==> src/rtl/sram_axi_slave_if.sv <==
// AXI4-Lite style bus between a master and the SRAM slave.
// The slave modport is what sram_axi_slave sees; the master modport drives it.
interface sram_axi_slave_if;
  logic [31:0] awaddr;
  logic        awvalid;
  logic        awready;
  logic [31:0] wdata;
  logic [3:0]  wstrb;
  logic        wvalid;
  logic        wready;
  logic [1:0]  bresp;
  logic        bvalid;
  logic        bready;
  logic [31:0] araddr;
  logic        arvalid;
  logic        arready;
  logic [31:0] rdata;
  logic [1:0]  rresp;
  logic        rvalid;
  logic        rready;

  modport master (
    output awaddr, awvalid, wdata, wstrb, wvalid, bready, araddr, arvalid, rready,
    input  awready, wready, bresp, bvalid, arready, rdata, rresp, rvalid
  );

  modport slave (
    input  awaddr, awvalid, wdata, wstrb, wvalid, bready, araddr, arvalid, rready,
    output awready, wready, bresp, bvalid, arready, rdata, rresp, rvalid
  );
endinterface

==> src/rtl/sram_axi_slave.sv <==
// AXI-Lite slave bridging single transactions onto a synchronous 16K x 32 SRAM.
// Optional macro SRAM_AXI_DECERR_EN: addresses with bits [31:16] set get DECERR and no SRAM access.
module sram_axi_slave (
  input  logic                  clk,
  input  logic                  rst,
  sram_axi_slave_if.slave       axi,
  output logic                  cs,
  output logic                  oe,
  output logic [3:0]            web,
  output logic [13:0]           a,
  output logic [31:0]           di,
  input  logic [31:0]           sram_do
);

  typedef enum logic [2:0] {
    IDLE,
    RD_ADDR,
    RD_WAIT,
    RD_RESP,
    WR_DATA,
    WR_MEM,
    WR_RESP
  } state_t;

  state_t      state;
  state_t      next_state;
  logic [13:0] addr_q;
  logic        err_q;
  logic [31:0] wdata_q;
  logic [3:0]  wstrb_q;
  logic [31:0] rdata_q;
  logic [1:0]  resp_q;
  logic        ar_err;
  logic        aw_err;

`ifdef SRAM_AXI_DECERR_EN
  assign ar_err = |axi.araddr[31:16];
  assign aw_err = |axi.awaddr[31:16];
`else
  assign ar_err = 1'b0;
  assign aw_err = 1'b0;
`endif

  always_ff @(posedge clk) begin
    if (!rst) begin
      state   <= IDLE;
      addr_q  <= '0;
      err_q   <= 1'b0;
      wdata_q <= '0;
      wstrb_q <= '0;
      rdata_q <= '0;
      resp_q  <= '0;
    end else begin
      state <= next_state;
      case (state)
        IDLE: begin
          if (axi.arvalid) begin
            addr_q <= axi.araddr[15:2];
            err_q  <= ar_err;
            resp_q <= ar_err ? 2'b11 : 2'b00;
          end else if (axi.awvalid) begin
            addr_q <= axi.awaddr[15:2];
            err_q  <= aw_err;
            resp_q <= aw_err ? 2'b11 : 2'b00;
          end
        end
        WR_DATA: begin
          if (axi.wvalid) begin
            wdata_q <= axi.wdata;
            wstrb_q <= axi.wstrb;
          end
        end
        RD_WAIT: rdata_q <= err_q ? 32'h0 : sram_do;
        default: ;
      endcase
    end
  end

  // Reads take priority over writes when both address channels are valid in IDLE.
  always_comb begin
    next_state = state;
    case (state)
      IDLE: begin
        if (axi.arvalid)      next_state = RD_ADDR;
        else if (axi.awvalid) next_state = WR_DATA;
      end
      RD_ADDR: next_state = RD_WAIT;
      RD_WAIT: next_state = RD_RESP;
      RD_RESP: if (axi.rready) next_state = IDLE;
      WR_DATA: if (axi.wvalid) next_state = WR_MEM;
      WR_MEM:  next_state = WR_RESP;
      WR_RESP: if (axi.bready) next_state = IDLE;
      default: next_state = IDLE;
    endcase
  end

  // rst gates every strobe so a transaction caught by reset stops touching bus and SRAM at once.
  always_comb begin
    axi.arready = 1'b0;
    axi.awready = 1'b0;
    axi.wready  = 1'b0;
    axi.rvalid  = 1'b0;
    axi.bvalid  = 1'b0;
    cs          = 1'b0;
    oe          = 1'b0;
    web         = 4'b1111;
    if (rst) begin
      case (state)
        IDLE: begin
          axi.arready = 1'b1;
          axi.awready = !axi.arvalid;
        end
        RD_ADDR, RD_WAIT: begin
          cs = !err_q;
          oe = 1'b1;
        end
        RD_RESP: axi.rvalid = 1'b1;
        WR_DATA: axi.wready = 1'b1;
        WR_MEM: begin
          cs  = !err_q;
          web = err_q ? 4'b1111 : ~wstrb_q;
        end
        WR_RESP: axi.bvalid = 1'b1;
        default: ;
      endcase
    end
  end

  assign a         = addr_q;
  assign di        = wdata_q;
  assign axi.rdata = rdata_q;
  assign axi.rresp = resp_q;
  assign axi.bresp = resp_q;

endmodule

==> src/flat_wrapper.sv <==
// flat-port wrapper written by rule: the top's interface ports become plain ports
module sram_axi_slave_flat 
  (clk, rst, cs, oe, web, a, di, sram_do, axi_awaddr, axi_awvalid, axi_wdata, axi_wstrb, axi_wvalid, axi_bready, axi_araddr, axi_arvalid, axi_rready, axi_awready, axi_wready, axi_bresp, axi_bvalid, axi_arready, axi_rdata, axi_rresp, axi_rvalid);
  sram_axi_slave_if axi_i ();
  input  logic clk;
  input  logic rst;
  output logic cs;
  output logic oe;
  output logic [3:0] web;
  output logic [13:0] a;
  output logic [31:0] di;
  input  logic [31:0] sram_do;
  input wire logic [$bits(axi_i.awaddr)-1:0] axi_awaddr;
  input wire logic [$bits(axi_i.awvalid)-1:0] axi_awvalid;
  input wire logic [$bits(axi_i.wdata)-1:0] axi_wdata;
  input wire logic [$bits(axi_i.wstrb)-1:0] axi_wstrb;
  input wire logic [$bits(axi_i.wvalid)-1:0] axi_wvalid;
  input wire logic [$bits(axi_i.bready)-1:0] axi_bready;
  input wire logic [$bits(axi_i.araddr)-1:0] axi_araddr;
  input wire logic [$bits(axi_i.arvalid)-1:0] axi_arvalid;
  input wire logic [$bits(axi_i.rready)-1:0] axi_rready;
  output wire logic [$bits(axi_i.awready)-1:0] axi_awready;
  output wire logic [$bits(axi_i.wready)-1:0] axi_wready;
  output wire logic [$bits(axi_i.bresp)-1:0] axi_bresp;
  output wire logic [$bits(axi_i.bvalid)-1:0] axi_bvalid;
  output wire logic [$bits(axi_i.arready)-1:0] axi_arready;
  output wire logic [$bits(axi_i.rdata)-1:0] axi_rdata;
  output wire logic [$bits(axi_i.rresp)-1:0] axi_rresp;
  output wire logic [$bits(axi_i.rvalid)-1:0] axi_rvalid;
  assign axi_i.awaddr = axi_awaddr;
  assign axi_i.awvalid = axi_awvalid;
  assign axi_i.wdata = axi_wdata;
  assign axi_i.wstrb = axi_wstrb;
  assign axi_i.wvalid = axi_wvalid;
  assign axi_i.bready = axi_bready;
  assign axi_i.araddr = axi_araddr;
  assign axi_i.arvalid = axi_arvalid;
  assign axi_i.rready = axi_rready;
  assign axi_awready = axi_i.awready;
  assign axi_wready = axi_i.wready;
  assign axi_bresp = axi_i.bresp;
  assign axi_bvalid = axi_i.bvalid;
  assign axi_arready = axi_i.arready;
  assign axi_rdata = axi_i.rdata;
  assign axi_rresp = axi_i.rresp;
  assign axi_rvalid = axi_i.rvalid;
  sram_axi_slave u_core (.clk(clk), .rst(rst), .axi(axi_i), .cs(cs), .oe(oe), .web(web), .a(a), .di(di), .sram_do(sram_do));
endmodule
==> config.mk <==
export PLATFORM = sky130hd
export DESIGN_NAME = sram_axi_slave_flat
export DESIGN_NICKNAME = d
export VERILOG_FILES = /design/src/rtl/sram_axi_slave_if.sv /design/src/rtl/sram_axi_slave.sv /design/src/flat_wrapper.sv
export SDC_FILE = /design/constraint.sdc
export NUM_CORES = 1
export LEC_CHECK = 0
export CORE_ASPECT_RATIO = 0.8
export CORE_MARGIN = 3
export CORE_UTILIZATION = 33
export CTS_CLUSTER_DIAMETER = 30
export CTS_CLUSTER_SIZE = 10
export DETAILED_ROUTE_END_ITERATION = 8
export PLACE_DENSITY = 0.77
export RECOVER_POWER = 25
export SLEW_MARGIN = 25
export SYNTH_ARGS = -nofsm -noshare
export SYNTH_HDL_FRONTEND = slang
export SYNTH_SLANG_ARGS = --single-unit
==> constraint.sdc <==
create_clock -name clk -period 1.7 [get_ports clk]
set_clock_uncertainty 0.1 [all_clocks]
set_input_delay 0.425 -clock clk [delete_from_list [all_inputs] [get_ports clk]]
set_output_delay 0.425 -clock clk [all_outputs]
set_load 0.02 [all_outputs]
# Word-level counts from Yosys, hierarchy flattened
# Index checks and enable logic that the tools add are counted.
# word_totals
in_bits	139
output_inout_bits	93
reg_bits	88
# op_classes
bitwise_logic	1
n_mux	30
n_eq_ne	10
reduce_logical	9
# ops
op	n
$mux W32	1
$mux W14	2
$pmux W3 S7	1
$mux W1	16
$mux W3	5
$mux W4	3
$eq A3 B3 Y1 const B	3
$eq A3 B2 Y1 const B	2
$ne A2 B2 Y1 const B	3
$mux W2	2
$not A4 Y4	1
$reduce_and A2 Y1	2
$reduce_and A4 Y1	1
$eq A3 B1 Y1 const B	1
$logic_not A3 Y1	1
$ne A3 B3 Y1 const B	1
$reduce_or A3 Y1	1
$logic_not A1 Y1	2
$reduce_bool A2 Y1	1
$reduce_or A2 Y1	1

# Depth between registers and ports, before layout
# Gate-level depths: netlist of run 1.
# logic_depth
depth_word	4
ltp_mapped	6
ltp_nobuf	3

# Worst setup path after synthesis of run 1
# Ideal clock, no wire load.
# synth_path
path_type	input to output
start	in axi_arvalid
end	out axi_awready
required_ns	1.175
cell_stages	3
n_path_buf	2
arrival_time_ns	1.482
path_slack_ns	-0.307
path_cell_list	buf_4 -> buf_2 -> nor4_1
# synth_between
elab_chain_cells	3
# synth_lines
element	line_no	text
start: declaration	flat_wrapper.sv:20	input wire logic [$bits(axi_i.arvalid)-1:0] axi_arvalid;
$logic_not A1 Y1	sram_axi_slave.sv:111	axi.awready = !axi.arvalid;
$mux W1	sram_axi_slave.sv:108	case (state)
$mux W1	sram_axi_slave.sv:107	if (rst) begin
end: declaration	flat_wrapper.sv:22	output wire logic [$bits(axi_i.awready)-1:0] axi_awready;
# Every way passes these cells.

# Final worst setup path of run 1
# layout_path
start	reg u_core.state[1]
end	out cs
# layout_between
elab_chain_cells	4
word_cells_on_any_way	6
# layout_lines
element	line_no	text
start: declaration	sram_axi_slave.sv:25	state_t state;
start signal: assignment	sram_axi_slave.sv:54	state <= next_state;
$eq A3 B1 Y1 (tied with other cells)	sram_axi_slave.sv:108	
$reduce_or A3 Y1 (no line) *	n/a	
$mux W1 *	n/a	
$mux W1 *	sram_axi_slave.sv:107	
end: declaration	flat_wrapper.sv:7	output logic cs;
# Every way passes the cells marked *; elsewhere a longest branch is shown, timed or not.

==> flow_summary.toml, run 1 <==
[job]
maxCapViolCount = 0

[layout]
nNetsFinal = 744
utilization_pct = 57.61
final_cell_mix = "nand2_1 (139), clkdlybuf4s50_1 (99), dfxtp_1 (82)"
design_area_um2 = 5971
final_common_cell = "nand2_1"
area_growth_pct = 68.38
drive_gt1_share_pct = 12.46
antenna_cells = 0

[status]
status = "finished with violations"
violations = "setup timing"

[clocking]
cts_buffers = 9
max-clock-path-buffers = 2
path_clk_slew_ns = 0.06
htreeDepth = 3
ctsHoldBuffers = 0
cts_tree = "done"
clock_latency_ns = 0.33
clockRootBuffer = "clkbuf_16"
cts_sinks = 85

[synthesis]
ys_async_sr_fraction_pct = 0
synth_ff_type = "dfxtp_1"
syn_inst = 408
synthDistinctLibCells = 32
synth_area_per_cell_um2 = 8.691
synth_top_area_cell = "dfxtp_1"
syn-cell-area_um2 = 3546
synth-seq-cells = 85
yosys_warnings = 0
synthTopCellsByArea = "dfxtp_1 (48%), nand2_1 (15%), a21boi_1 (12%), mux2i_1 (4.0%), o211a_1 (4.0%)"
netlist.area_leader.share_pct = 47.99
ys_seq_area_share_pct = 47.99
synth-edff-count = 0

[timing]
report.final.slew_viol_count = 0
min_period_ns = 1.799
rsz0062_at_grt = "yes"
fmax_ghz = 0.5559
finalCritPeriodShare_pct = 105.8
setup_viol = 11
layout_setup_ws_ns = -0.09900
hold_viol_final = 0
fin_setup_tns_ns = -0.6307

[worst_setup_path]
cp.arrival_ns = 1.27
critPathMaxFanout = 4
crit_path_end_kind = "output port"
cp-start-kind = "flop"
worst-setup-path-type = "reg -> out"
worstPathRequired_ns = 1.17

[placement]
portBuffers = 191
hpwl_um = 7634
post_dp_cell_area_um2 = 5683
place.gp.congestion = 0.8182
dp_slack_ns = -0.5720

[route]
wl_per_cell_um = 13.78
viasPerCell = 4.632
dr.pass1.iters = 4
drtAntennaViolNets = 0
dr_total_vias = 3474
drc_errors = 0
drt_iter0_drc = 153
wl_um = 10340

[global_route]
grt_max_degree = 61
antenna_found_initial = 0
gr-total-overflow = 0
grt_pass1_vias = 3419
grt_pass1_wl_um = 16780
grt_usage_pct = 17.32

[floorplanning]
die_y_um = 98.72
fp.dieW_um = 121.9
die-area_um2 = 12030
coreArea_um2 = 10360
ioPinCount = 232
placementRows = 33
start_util_pct = 34.21

[power]
power.leakage_nw = 2.708
fin_total_pwr_mw = 5.780
max-vdd-ir-drop_mv = 0.5370
powerDensity_nw_per_um2 = 968.1

[hold_path]
hp-class = "reg -> reg"
-- synth_stat cells, types with 2 or more instances --
library cell,number
o31a_1,2
a21oi_1,2
mux2i_1,14
a21boi_0,9
o21a_1,2
clkbuf_1,12
nor3b_1,2
nand3_1,14
buf_4,13
nand2_1,142
nand2b_1,4
o21ai_0,2
a21boi_1,59
nor2_1,5
buf_2,12
dfxtp_1,85
o211a_1,14
-- what timing repair did --
action | CTS | global route
resized for setup | 159 | 7
setup endpoints to repair | 89 | 25
pin swaps | 6 | 2
setup buffers | 4 | 1
gates cloned | 0 | 0
-- cell families (layout without fill, tap and decap cells) --
logic type / count (synthesis) / in the layout / synth area share (%)
XOR/XNOR: 1 / 1 / 0.2470
flip-flops: 85 / 85 / 47.99
other: 1 / 4 / 0.1058
multiplexers: 14 / 14 / 3.952
AO/OA/AOI/OAI: 91 / 91 / 20.11
AND/OR/NAND/NOR: 178 / 178 / 21.56
buffers and inverters: 38 / 237 / 6.034
-- final timing paths --
path | from | to | slack, ns | cells after the start
worst max-delay path | u_core.state[1] | cs | -0.1 | 4
worst min-delay path | u_core.axi.rdata[23] | u_core.axi.rdata[23] | 0.35 | 2
worst max register to register | u_core.state[2] | u_core.axi.rdata[0] | 0.13 | 5
worst min register to register | u_core.axi.rdata[23] | u_core.axi.rdata[23] | 0.35 | 2
-- metal layers --
metal | vias up | part of all wire (%) | track usage, %
met4 | 0 | 1.0 | 6.202
met3 | 9 | 8.1 | 5.852
met2 | 110 | 51 | 30.69
met1 | 1616 | 40 | 19.30
met5 | - | 0 | 0
li1 | 1739 | - | -
-- state kept, by name, summed over array words and instances (netlist names) --
signal            flops
u_core.axi.rdata     32
u_core.state          3
u_core.a             14
u_core.di            32
u_core.wstrb_q        4
-- critical path: stages (launching register included) --
cell and delay (ns):
dfxtp_2 0.32, buf_4 0.15, nor3b_4 0.15, o21a_2 0.19, buf_6 0.13
-- final cells by class --
class | count | area (um2)
repair buffers | 221 | 2085
fillers | 962 | 4393
well taps | 140 | 175.2
clock inverters | 6 | 46.29
multi-input cells | 288 | 1715
flip-flops and latches | 85 | 1710
clock buffers | 10 | 239.0
-- power breakdown --
group | internal [mW] | switching (mW)
Clock | 1.04 | 0.804
Sequential | 2.19 | 0.105
Combinational | 0.799 | 0.842
-- through the flow --
| stage | std cells | hold WS [ns] |
|---|---|---|
| after floorplan | 411 | 0.3353 |
| after global placement | 729 | 0.3406 |
| after detailed placement | 729 | 0.3442 |
| after CTS | 749 | 0.3506 |
| after global routing | 750 | 0.3666 |
| final | 750 | 0.3479 |
Note: power is estimated with default switching activity, not from simulation.
==> inputs of run 2 (changes only) <==
--- a/config.mk
+++ b/config.mk
@@ -5,12 +5,14 @@
 export SDC_FILE = /design/constraint.sdc
 export NUM_CORES = 1
 export LEC_CHECK = 0
+export CAP_MARGIN = 40
 export CORE_ASPECT_RATIO = 0.8
 export CORE_MARGIN = 3
 export CORE_UTILIZATION = 33
 export CTS_CLUSTER_DIAMETER = 30
-export CTS_CLUSTER_SIZE = 10
+export CTS_CLUSTER_SIZE = 28
 export DETAILED_ROUTE_END_ITERATION = 8
+export MAX_ROUTING_LAYER = met4
 export PLACE_DENSITY = 0.77
 export RECOVER_POWER = 25
 export SLEW_MARGIN = 25
==> run 2 against run 1 <==
Net effect:
- clock power is essentially flat
- power is essentially flat
- die area is the same
- worst setup slack lost 0.00076 ns
- largest power group unchanged
- wire length shrank 0.29%
- sequential share of layout area is the same
- critical path depth is the same
- global-route usage grew 0.47 points
- final cell count is the same
- hold slack is essentially flat
- sequential power is essentially flat
- register-to-register slack is essentially flat
- critical endpoint unchanged
- the run still ends with setup timing left
==> flow_summary.toml, run 2 (same netlist as run 1, synthesis figures left out) <==
[clocking]
cts_buffers = 9
cts_sinks = 85
max-clock-path-buffers = 2
clock_latency_ns = 0.33
clockRootBuffer = "clkbuf_16"
path_clk_slew_ns = 0.06
htreeDepth = 3
cts_tree = "done"

[power]
powerDensity_nw_per_um2 = 968.0
power.leakage_nw = 2.708
max-vdd-ir-drop_mv = 0.5355

[route]
viasPerCell = 4.644
drc_errors = 0
drtAntennaViolNets = 0
wl_um = 10310
dr_total_vias = 3483
wl_per_cell_um = 13.74
dr.pass1.iters = 4
drt_iter0_drc = 157

[layout]
antenna_cells = 0
area_growth_pct = 68.38
drive_gt1_share_pct = 12.46
utilization_pct = 57.61
final_cell_mix = "nand2_1 (139), clkdlybuf4s50_1 (99), dfxtp_1 (82)"
nNetsFinal = 744
instances_no_fill = 750
final_common_cell = "nand2_1"
design_area_um2 = 5971

[timing]
layout_setup_ws_ns = -0.09976
setup_viol = 11
fin_worst_hold_slack_ns = 0.3479
min_period_ns = 1.800
finalCritPeriodShare_pct = 105.9
report.final.slew_viol_count = 0
rsz0062_at_grt = "yes"
fmax_ghz = 0.5556
hold_viol_final = 0

[worst_setup_path]
cp.arrival_ns = 1.27
crit_path_end_kind = "output port"
critPathTopFamily = "flip-flops"
worstPathRequired_ns = 1.17
crit_chain = "buf_4 > nor3b_4 > o21a_2 > buf_6"
cp_slowest_stage_delay_ns = 0.32
critPathMaxFanout = 4
cp-start-kind = "flop"
slowest_stage = "dfxtp_2"
critPathBufInv = 2
worst-setup-path-type = "reg -> out"

[job]
maxCapViolCount = 0

[global_route]
top_usage_layer = "met2"
gr-total-overflow = 0
grt_pass1_wl_um = 16710
antenna_found_initial = 0
use_met3_pct = 5.049
grt_usage_pct = 17.79
grt_max_degree = 61
grt_pass1_vias = 3431
gr-usage-met1_pct = 19.84
grtUsageMet2_pct = 30.73

[floorplanning]
ioPinCount = 232
fp.dieW_um = 121.9
coreArea_um2 = 10360
placementRows = 33
die_y_um = 98.72
die-area_um2 = 12030
start_util_pct = 34.21

[placement]
hpwl_um = 7634
place.gp.congestion = 0.8305
placed_cells = 729
dp_slack_ns = -0.5720
portBuffers = 191
post_dp_cell_area_um2 = 5683

[status]
violations = "setup timing"
status = "finished with violations"

[hold_path]
hp-class = "reg -> reg"
run 2: cell counts in the layout (fill, tap and decap cells not counted):
No cell type changed its count.
run 2: final cells by class:
| cell class | instances | area (um2) |
|---|---|---|
| Clock inverter | 6 | 46.29 |
| Clock buffer | 10 | 239.0 |
| Sequential cell | 85 | 1710 |
| Timing Repair Buffer | 221 | 2085 |
| Multi-Input combinational cell | 288 | 1715 |
| Fill cell | 962 | 4393 |
| Tap cell | 140 | 175.2 |
run 2: worst paths after layout:
kind                        start              endpoint  slack (ns)  cells past startpoint
min reg2reg  u_core.axi.rdata[23]  u_core.axi.rdata[23]        0.35                      2
max reg2reg       u_core.state[2]   u_core.axi.rdata[0]        0.13                      5
max               u_core.state[1]                    cs        -0.1                      4
min          u_core.axi.rdata[23]  u_core.axi.rdata[23]        0.35                      2
run 2: timing repair:
item                       4_1_cts  5_1_grt
setup endpoints to repair       89       25
hold buffers                     0        0
resized for setup              159        7
cloned                           0        0
buffers inserted                 4        1
pin swaps                        6        2
hold endpoints to repair         0        0
run 2: worst min-delay path, stage by stage, from the launching register on:
cell	delay (ns)
dfxtp_1	0.30
nand2_1	0.05
a21boi_1	0.05
run 2: power by group:
group / internal, mW / switching, mW / total, mW
clock network: 1.04 / 0.803 / 1.84
logic: 0.799 / 0.842 / 1.64
registers: 2.19 / 0.105 / 2.30
total: 4.03 / 1.75 / 5.78
run 2: metal layers:
layer | share of wire [%] | routed length (um)
met5 | 0 | 0
met4 | 1.2 | 128
met1 | 41 | 4185
met2 | 50 | 5204
met3 | 7.6 | 788
run 2: stage by stage:
stage / TNS [ns] / total power [mW]
floorplan: -0.08513 / 3.230
global placement: -9.789 / 4.046
detailed placement: -11.72 / 4.077
CTS: -0.9279 / 5.881
global route: -2.055 / 6.091
finish: -0.6348 / 5.779
